--- src/rtl/lsu.sv ---
// Load/store unit: single-outstanding MREQ/MACK data bus transaction with load extraction and write-back.
// Optional bus timeout abort is compiled in with `define LSU_TIMEOUT_EN.
module lsu #(
    parameter int unsigned TIMEOUT = 255
) (
    input  logic        CLK,
    input  logic        N_RST,
    input  logic [5:0]  LSU_OP,
    input  logic [31:0] O,
    input  logic [31:0] D,
    input  logic [4:0]  WA,
    output logic        STALL,
    output logic        MREQ,
    output logic        MWE,
    output logic [29:0] MADDR,
    output logic [3:0]  MBE,
    output logic [31:0] MWDATA,
    input  logic        MACK,
    input  logic [31:0] MRDATA,
    output logic        WE2,
    output logic [4:0]  WA2,
    output logic [31:0] WD2,
    output logic        MISALIGN,
    output logic        BUSERR
);

    typedef enum logic [1:0] {
        IDLE = 2'd0,
        REQ  = 2'd1,
        WB   = 2'd2
    } state_t;

    state_t      state_q;
    logic        mreq_q;
    logic        mwe_q;
    logic [29:0] maddr_q;
    logic [3:0]  mbe_q;
    logic [31:0] mwdata_q;
    logic        we2_q;
    logic [4:0]  wa2_q;
    logic [31:0] wd2_q;
    logic        misalign_q;
    logic [4:0]  wa_q;
    logic [1:0]  size_q;
    logic [1:0]  off_q;
    logic        sign_q;

    logic        op_ld;
    logic        op_st;
    logic [1:0]  op_size;
    logic        op_valid;
    logic        op_misaligned;
    logic        op_unused;
    logic [3:0]  mbe_d;
    logic [31:0] mwdata_d;
    logic [31:0] shifted;
    logic [31:0] load_data_d;

    assign op_ld     = LSU_OP[0];
    assign op_st     = LSU_OP[1];
    assign op_size   = LSU_OP[3:2];
    assign op_unused = LSU_OP[5];
    assign op_valid  = (op_ld ^ op_st) && (op_size != 2'b11);
    assign op_misaligned = ((op_size == 2'b01) && O[0]) ||
                           ((op_size == 2'b10) && (O[1:0] != 2'b00));

    // Lane enables and replicated write data for the op being presented.
    always_comb begin
        mbe_d    = 4'b0000;
        mwdata_d = D;
        case (op_size)
            2'b00: begin
                mbe_d    = 4'b0001 << O[1:0];
                mwdata_d = {4{D[7:0]}};
            end
            2'b01: begin
                mbe_d    = O[1] ? 4'b1100 : 4'b0011;
                mwdata_d = {2{D[15:0]}};
            end
            2'b10:   mbe_d = 4'b1111;
            default: mbe_d = 4'b0000;
        endcase
    end

    // Word accesses are aligned, so the shift is a pass-through for them.
    assign shifted = MRDATA >> {off_q, 3'b000};

    always_comb begin
        case (size_q)
            2'b00:   load_data_d = {{24{sign_q & shifted[7]}},  shifted[7:0]};
            2'b01:   load_data_d = {{16{sign_q & shifted[15]}}, shifted[15:0]};
            default: load_data_d = shifted;
        endcase
    end

`ifdef LSU_TIMEOUT_EN
    localparam logic [7:0] TMO_LAST = 8'(TIMEOUT - 1);
    logic [7:0] cnt_q;
    logic       buserr_q;
    assign BUSERR = buserr_q;
`else
    localparam int unsigned TIMEOUT_UNUSED = TIMEOUT;
    assign BUSERR = 1'b0;
`endif

    always_ff @(posedge CLK or negedge N_RST) begin
        if (!N_RST) begin
            state_q    <= IDLE;
            mreq_q     <= 1'b0;
            mwe_q      <= 1'b0;
            maddr_q    <= '0;
            mbe_q      <= '0;
            mwdata_q   <= '0;
            we2_q      <= 1'b0;
            wa2_q      <= '0;
            wd2_q      <= '0;
            misalign_q <= 1'b0;
            wa_q       <= '0;
            size_q     <= '0;
            off_q      <= '0;
            sign_q     <= 1'b0;
`ifdef LSU_TIMEOUT_EN
            cnt_q      <= '0;
            buserr_q   <= 1'b0;
`endif
        end else begin
            misalign_q <= 1'b0;
            we2_q      <= 1'b0;
`ifdef LSU_TIMEOUT_EN
            buserr_q   <= 1'b0;
`endif
            case (state_q)
                IDLE: begin
                    if (op_valid) begin
                        if (op_misaligned) begin
                            misalign_q <= 1'b1;
                        end else begin
                            state_q  <= REQ;
                            mreq_q   <= 1'b1;
                            mwe_q    <= op_st;
                            maddr_q  <= O[31:2];
                            mbe_q    <= mbe_d;
                            mwdata_q <= mwdata_d;
                            wa_q     <= WA;
                            size_q   <= op_size;
                            sign_q   <= LSU_OP[4];
                            off_q    <= O[1:0];
`ifdef LSU_TIMEOUT_EN
                            cnt_q    <= '0;
`endif
                        end
                    end
                end
                REQ: begin
                    // MACK in the abort cycle still completes normally.
                    if (MACK) begin
                        mreq_q <= 1'b0;
                        mwe_q  <= 1'b0;
                        mbe_q  <= 4'b0000;
                        if (!mwe_q) begin
                            we2_q   <= 1'b1;
                            wa2_q   <= wa_q;
                            wd2_q   <= load_data_d;
                            state_q <= WB;
                        end else begin
                            state_q <= IDLE;
                        end
                    end
`ifdef LSU_TIMEOUT_EN
                    else if (cnt_q == TMO_LAST) begin
                        mreq_q   <= 1'b0;
                        mwe_q    <= 1'b0;
                        mbe_q    <= 4'b0000;
                        buserr_q <= 1'b1;
                        state_q  <= IDLE;
                    end else begin
                        cnt_q <= cnt_q + 8'd1;
                    end
`endif
                end
                WB:      state_q <= IDLE;
                default: state_q <= IDLE;
            endcase
        end
    end

    assign STALL    = (state_q == REQ) || (state_q == WB);
    assign MREQ     = mreq_q;
    assign MWE      = mwe_q;
    assign MADDR    = maddr_q;
    assign MBE      = mbe_q;
    assign MWDATA   = mwdata_q;
    assign WE2      = we2_q;
    assign WA2      = wa2_q;
    assign WD2      = wd2_q;
    assign MISALIGN = misalign_q;

endmodule

--- config.mk ---
export PLATFORM = sky130hd
export DESIGN_NAME = lsu
export DESIGN_NICKNAME = d
export VERILOG_FILES = /design/src/rtl/lsu.sv
export SDC_FILE = /design/constraint.sdc
export NUM_CORES = 1
export LEC_CHECK = 0
export BUFFER_PORTS_ARGS = -buffer_cell sky130_fd_sc_hd__buf_2
export CORE_UTILIZATION = 44
export DETAILED_ROUTE_END_ITERATION = 8
export GPL_ROUTABILITY_DRIVEN = 0
export PLACE_DENSITY = 0.73
export SLEW_MARGIN = 20
export SYNTH_ARGS = -nofsm -noshare
export SYNTH_HDL_FRONTEND = slang
export SYNTH_SLANG_ARGS = --single-unit
--- constraint.sdc ---
create_clock -name CLK -period 1.8 [get_ports CLK]
set_input_delay 0.09 -clock CLK [delete_from_list [all_inputs] [get_ports CLK]]
set_output_delay 0.09 -clock CLK [all_outputs]
set_load 0.05 [all_outputs]
-- Word-level counts from Yosys, hierarchy flattened
Cells that the tools add are included.
- flip-flop bits (word level): 119
- input port bits: 110
- output and inout port bits: 109
- logic and storage cells: 70
- equality and inequality tests: 9
- shift-type cells: 2
- multiplexer cells: 26
- bitwise logic cells: 5
- reductions and logical operators: 14
- operators by type and width (kind ; number):
    one-hot mux 32 bit (2 select lines) ; 2
    >> shifter 32 x 5 -> 32 bit ; 1
    2-to-1 mux 4 bit ; 4
    one-hot mux 4 bit (3 select lines) ; 1
    2-to-1 mux 1 bit ; 11
    AND reduction 3 bit ; 3
    2-to-1 mux 2 bit ; 4
    inequality test 2 bit (second input constant) ; 4
    one-hot mux 4 bit (2 select lines) ; 1
    == test 2 x 1 -> 1 bit (second input constant) ; 3
    zero test 2 bit ; 3
    == test 2 bit (second input constant) ; 2
    one-hot mux 1 bit (2 select lines) ; 2
    one-hot mux 2 bit (2 select lines) ; 1
    AND reduction 4 bit ; 1
    nonzero test 2 bit ; 2
    << shifter 1 x 2 -> 4 bit (first input constant) ; 1
    logical AND 1 bit ; 3
    bitwise AND 1 bit ; 2
    logical OR 1 bit ; 2
    inverter 1 bit ; 2
    XOR 1 bit ; 1

-- Longest topological paths before layout
Gate-level depths: netlist (run 1).
- depth after elaboration: 6
- gate-level depth with buffers: 7
- depth with buffers taken out: 6

-- Least setup slack after synthesis (run 1)
No wires, ideal clock.
- path type: flip-flop to flip-flop
- from: register off_q[1]
- to: register wd2_q[16], in the netlist WD2[16]
- library setup time: 0.067 ns
- arrival time: 1.871 ns
- slack: -0.138 ns
- cell stages (with the launch flop): 6
- path buffers: 2
- period minus slack after synthesis: 1.938 ns
- cells stage by stage: dfrtp_1 > clkbuf_1 > mux4_2 > or4b_1 > buf_6 > nand3_2
- cells in the longest elaborated chain, start to end: 3
- elaborated cells between the ends (all ways): 4
- classes of those cells: shift (1); mux (1); bitwise (2)
- RTL lines (item ; line ; RTL):
    start, declared ; 45 ; logic [1:0] off_q;
    start signal, assigned ; 147 ; off_q <= O[1:0];
    >> shifter 32 x 5 -> 32 bit (*) ; 86 ; assign shifted = MRDATA >> {off_q, 3'b000};
    bitwise AND 1 bit (on tied branches) ; 91, 90 ;
    one-hot mux 32 bit (2 select lines) (*) ; 89 ; case (size_q)
    end signal, assigned ; 163 ; wd2_q <= load_data_d;
    end, declared ; 41 ; logic [31:0] wd2_q;
Every way passes the cells marked *; elsewhere a longest branch is shown, timed or not.
A chain may end at the register's enable or synchronous reset.

-- Worst setup path in the final report (run 1)
- from: register off_q[0]
- to: register wd2_q[27], in the netlist WD2[27]
Same word-level chain as after synthesis.

==> impl_results.md, run 1 <==
* Run status: finished with violations
* Failing checks: setup timing
* Worst setup path end: WD2[27]
* Max Clk Rate at 539 MHz
* Iteration-0 DRC Markers at 262
* Slew HR at 56.8%
* Area delta synth->final at 53.6%
* Die width at 113 microns
* CP startpoint: off_q[0]
* Fin nets at 906
* Max-cap viol count at 0
* Clock transition at the registers of the reported paths at 0.05 ns
* DIE AREA at 0.0127 sq mm
* Boundary Pins at 219
* Power density cells at 2050 mW/mm^2
* Most used DFF post-synth: dfrtp_1
* Power Internal at 8.80 mW
* Number of remaining DRC errors at 0
* Total GRT Usage at 27.1%
* Via count at 4970
* Worst slack at placement at -0.180 ns
* Worst Setup Path Type: reg -> reg
* Latest clock arrival within the worst-skew pair at 0.41 ns
* Min cycle time layout at 1.85 ns
* Worst Hold Class: in -> reg
* Post-Syn Nets at 591
* Cell count after synthesis at 479
* CTS tree: yes
* CTS sink count at 119
* Worst slew pin tran at 0.648 ns
* Logic gate share of total power at 50.8%
* Final Cycle Share at 103%
* R2R Setup Slk at -0.05 ns
* Slowest stage delay, CP at 0.48 ns
* Post-synth EDFFs at 0
* Clock Root Buffer: clkbuf_16
* Core area at 0.0120 sq mm
* Sw frac at 48.1%
* Layout cells sized above 1 at 37.5%
* Sw Pwr at 8.16 mW
* Die Y at 113 microns
* Wire per inst at 17.2 microns
* VDD IR-drop max at 1.44 mV
* Post-synthesis async set-or-reset flop share at 100%
* Grt ovf at 0
* First-pass GRT wire length at 26200 microns
* Reg2Reg Depth at 6
* # rows at 40
* Slowest-stage cell, CP: mux4_2
* Final slew viol count at 0
* Leakage at 4.21 nW
* Max FO, Critical Path at 9
* Fill count at 874
* Initial antenna violation count at 0
* Routed wire length at 16400 microns
* RSZ-0062 raised after global routing: true
* Mapped Avg Cell Area at 11.3 sq um
* Synth Cell Area at 0.00540 sq mm
* Clock Power Share at 22.0%
* Data required time of the worst path at 2.15 ns
* Pin count of the biggest net entering global routing at 120
* Post-detail-place hpwl at 10600 microns
* Via density at 5.21
* CTS max path bufs at 2
* Final Hold Fails at 0
* Worst Setup Slack, final at -0.0547 ns
* Flops & latches, synth at 119
* Element type at the critical path end: flop
* Register area share after synthesis at 55.2%
* Setup violators final at 16
* IO Port Bufs at 216
* Number of buffers created by CTS at 17
* Detailed Routing Iterations Pass 1 at 4
* Worst r2r dst: WD2[27]
* RR Startpoint: off_q[0]
* Warnings from Yosys at 0
* Total power at 17.0 mW
* H-tree depth at 4
* Worst setup SP type: flop
* Layout Skew at 0.00642 ns
* Netlist cell types at 40
* Antenna Violating Nets Remaining at 0
* Critical path cell sequence: mux2i_1 > mux4_2 > buf_4 > nor4b_4 > buf_6 > a221o_1
* Initial Utilization at 45.1%
* WP data arrival at 2.20 ns
* Ant. Diodes at 0
* Sequential Power Share at 27.2%
* Vias in the first global route at 5233
-- synth_stat cells, types with 2 or more instances --
master	count	area, sq um
clkbuf_1	19	71.3
mux2_1	46	518
o211ai_1	2	15.0
o21bai_1	2	15.0
dfrtp_1	119	2980
buf_6	2	22.5
inv_1	6	22.5
a21o_1	4	30.0
nand2_1	61	229
o21ai_1	27	135
ha_1	2	25.0
a32o_1	5	50.1
mux2_2	7	78.8
and2_1	7	43.8
a21oi_1	24	120
o21ai_0	17	85.1
nand3_1	7	35.0
nand3_2	7	70.1
buf_2	7	35.0
nand3b_1	2	15.0
buf_1	3	11.3
mux2i_1	42	420
nor2_1	35	131
a221o_1	9	90.1
nor2b_1	2	12.5
-- repair_timing --
item                       in CTS  in global routing
pin swaps                       1                  1
hold buffers                   79                  0
setup endpoints to repair      16                 26
hold endpoints to repair      197                  0
gates resized for setup         6                  2
setup buffers                   1                  1
-- worst min path at each step --
stage / startpoint / endpoint / cells past startpoint
5_1_grt: O[1] / off_q[1] / 3
2_1_floorplan: N_RST / MADDR[0] / 0
4_1_cts: O[1] / off_q[1] / 3
6_report: O[1] / off_q[1] / 3
3_3_place_gp: N_RST / WD2[12] / 2
3_5_place_dp: N_RST / WD2[11] / 2
-- through the flow --
stage | std cells | setup TNS [ns] | utilization, % | cell area (sq um) | hold slack (ns)
6_report | 954 | -0.698 | 69.3 | 8290 | 0.0268
5_1_grt | 954 | -1.41 | 69.3 | 8290 | 0.0495
4_1_cts | 954 | -0.485 | 69.3 | 8290 | 0.00691
3_5_place_dp | 842 | -2.10 | 56.9 | 6810 | 0.235
3_3_place_gp | 842 | -0.411 | 56.9 | 6810 | 0.230
2_1_floorplan | 479 | -0.744 | - | 5400 | -0.206
-- critical path, delay by kind of cell, from the launching register on --
kind	cells	cell delay, ns
AO/OA/AOI/OAI	1	0.12
AND/OR/NAND/NOR	1	0.26
flip-flops	1	0.45
multiplexers	2	0.63
buffers and inverters	2	0.33
-- area by class of cell --
class	count	area [sq um]	share of cell area [%]
Clock buffer	17	425	5.13
Inverter	6	22.5	0.272
Clock inverter	15	228	2.75
Tap cell	147	184	2.22
Timing Repair Buffer	328	2180	26.3
Sequential cell	119	2980	35.9
Multi-Input combinational cell	322	2270	27.4
-- per-layer routing --
| metal | vias to the layer above | share of wire (%) | GRT usage [%] | wire length (microns) |
|---|---|---|---|---|
| li1 | 2313 | - | - | - |
| met1 | 2409 | 39 | 30.9 | 6360 |
| met2 | 216 | 51 | 46.7 | 8310 |
| met3 | 32 | 8.1 | 8.52 | 1330 |
| met4 | 0 | 2.5 | 11.9 | 403 |
| met5 | - | 0 | 0 | 0 |
-- placed cells by master (no fill, tap or decap), drive strengths merged, types with 14 or more instances in the layout --
cell type / n
clkbuf: 17
o21ai: 44
nand3: 14
mux2i: 42
dlygate4sd3: 79
dfrtp: 119
nand2: 61
nor2: 35
a21oi: 24
mux2: 53
buf: 249
-- flip-flops by register name (all words and copies together), names as in the netlist --
register / count
MREQ: 1
state_q: 2
MWDATA: 32
off_q: 2
wa_q: 5
WE2: 1
MBE: 4
WD2: 32
size_q: 2
MADDR: 30
MWE: 1
WA2: 5
sign_q: 1
MISALIGN: 1
-- logic make-up after synthesis --
group	after synthesis	share of synthesized area, %
simple gates	128	11.1
other cells	1	0.0695
compound gates	94	10.6
fa+ha+maj	2	0.463
xor+xnor	1	0.162
flops	119	55.2
buf+inv	38	3.15
mux	96	19.3
-- power groups by stage --
stage	clock network, mW	registers (mW)	logic, mW
3_5_place_dp	0	4.61	8.40
6_report	3.72	4.62	8.62
2_1_floorplan	0	8.37	2.34
3_3_place_gp	0	4.55	8.25
4_1_cts	3.77	4.60	8.59
5_1_grt	3.89	4.76	9.08
No activity file was read; power rests on OpenSTA's default activity.
==> inputs of run 2 (changes only) <==
- TNS_END_PERCENT: not set -> 1
==> run 2 against run 1 <==
  * The run still ends with setup timing left
  * Clock skew barely moved
  * Critical path depth unchanged
  * Global-route usage stayed put
  * Clock-buffer cell count unchanged
  * Die area stayed put
  * Flip-flop and latch count is the same
==> impl_results.md, run 2 (same netlist as run 1, synthesis figures left out) <==
* Fill count at 874
* Detailed Routing Iterations Pass 1 at 6
* Initial antenna violation count at 0
* Area delta synth->final at 53.6%
* Die width at 113 microns
* Design area at 0.00829 sq mm
* Sequential Power Share at 27.3%
* Pin count of the biggest net entering global routing at 120
* Worst setup SP type: flop
* Leakage at 4.21 nW
* Worst Setup Slack, final at -0.0508 ns
* Core area at 0.0120 sq mm
* Antenna Violating Nets Remaining at 0
* DR top layer: met4
* Total power at 17.0 mW
* Die Y at 113 microns
* Via density at 5.19
* Most frequent cells in the layout: buf_2 (215), dfrtp_1 (118), dlygate4sd3_1 (79)
* Layout cells sized above 1 at 37.5%
* First-pass GRT wire length at 26200 microns
* Final Hold Fails at 0
* Dpl cells at 842
* Sw frac at 48.1%
* Final slew viol count at 0
* Max Clk Rate at 540 MHz
* Run status: finished with violations
* # rows at 40
* Ant. Diodes at 0
* Routed wire length at 16400 microns
* Total GRT Usage at 27.1%
* Min cycle time layout at 1.85 ns
* Clock Power Share at 22.0%
* Iteration-0 DRC Markers at 285
* Layout Skew at 0.00687 ns
* Commonest non-fill, non-tap cell in the layout: buf_2
* H-tree depth at 4
* RSZ-0062 raised after global routing: true
* Setup violators final at 16
* Metal-1 WL at 6420 microns
* Placed cell area at 0.00681 sq mm
* Wire per inst at 17.2 microns
* Number of remaining DRC errors at 0
* Failing checks: setup timing
* Element type at the critical path end: flop
* Fin nets at 906
* Post-detail-place hpwl at 10600 microns
* Worst Setup Path Type: reg -> reg
* Met3 WL at 1290 microns
* DIE AREA at 0.0127 sq mm
* Vias in the first global route at 5232
* Power density cells at 2040 mW/mm^2
* Area of the multi-input gates at 0.00227 sq mm
* Sequential Area at 0.00298 sq mm
* Clock transition at the registers of the reported paths at 0.05 ns
* Max FO, Critical Path at 9
* CTS tree: yes
* WP data arrival at 2.19 ns
* Final Cycle Share at 103%
* Number of buffers created by CTS at 17
* Max-cap viol count at 0
* CTS max path bufs at 2
* Data required time of the worst path at 2.14 ns
* IO Port Bufs at 216
* CTS sink count at 119
* Met2 wire len at 8300 microns
* Boundary Pins at 219
* Sw Pwr at 8.16 mW
* Grt ovf at 0
* Slew HR at 53.0%
* Power Internal at 8.80 mW
* Via count at 4950
* Fin cells at 954
* Initial Utilization at 45.1%
* Setup TNS at -0.594 ns
* Latest clock arrival within the worst-skew pair at 0.41 ns
* Logic gate share of total power at 50.8%
* VDD IR-drop max at 1.44 mV
* Worst Hold Class: in -> reg
* Fin Hold WS at 0.0286 ns
* Worst slew pin tran at 0.705 ns
* Clock Root Buffer: clkbuf_16
-- run 2: cell counts in the layout (fill, tap and decap cells not counted) --
No cell type changed its count.
-- run 2: layout make-up --
| class | count | area share [%] |
|---|---|---|
| Tap cell | 147 | 2.22 |
| Timing Repair Buffer | 328 | 26.3 |
| Clock buffer | 17 | 5.13 |
| Sequential cell | 119 | 35.9 |
| Clock inverter | 15 | 2.75 |
| Inverter | 6 | 0.272 |
| Multi-Input combinational cell | 322 | 27.4 |
-- run 2: timing repair --
action | CTS | global route
pin swaps | 1 | 0
buffers inserted | 1 | 0
gates resized for setup | 6 | 2
hold buffers | 79 | 0
setup endpoints to repair | 16 | 26
hold endpoints to repair | 197 | 0
-- run 2: final timing paths --
path	slack (ns)	endpoint	start	cells past startpoint
setup / recovery	-0.05	WD2[27]	off_q[0]	6
hold / removal	0.03	off_q[1]	O[1]	3
setup reg to reg	-0.05	WD2[27]	off_q[0]	6
hold reg to reg	0.47	WA2[3]	wa_q[3]	2
max in group asynchronous	0.92	off_q[0]	N_RST	3
min in group asynchronous	0.24	WD2[11]	N_RST	3
-- run 2: through the flow --
step / utilization (%) / worst slack, ns
final: 69.3 / -0.0508
after global placement: 56.9 / -0.0563
after floorplan: - / -0.100
after detailed placement: 56.9 / -0.180
after global routing: 69.3 / -0.111
after CTS: 69.3 / -0.0457
-- run 2: critical path, cell delays in order, from the launching register on --
cell	delay, ns
dfrtp_2	0.45
mux2i_1	0.15
mux4_2	0.48
buf_4	0.16
nor4b_4	0.26
buf_6	0.17
a221o_1	0.12
-- run 2: per-layer routing --
| metal | GRT usage (%) | vias to the layer above |
|---|---|---|
| met5 | 0 | - |
| met4 | 11.9 | 0 |
| met3 | 8.52 | 30 |
| met2 | 46.7 | 204 |
| met1 | 30.9 | 2401 |
| li1 | - | 2315 |
-- run 2: power groups by stage --
stage	clock [mW]	sequential, mW	combinational (mW)
4_1_cts	3.77	4.60	8.59
2_1_floorplan	0	8.37	2.34
5_1_grt	3.89	4.76	9.07
3_5_place_dp	0	4.61	8.40
6_report	3.72	4.62	8.61
3_3_place_gp	0	4.55	8.25
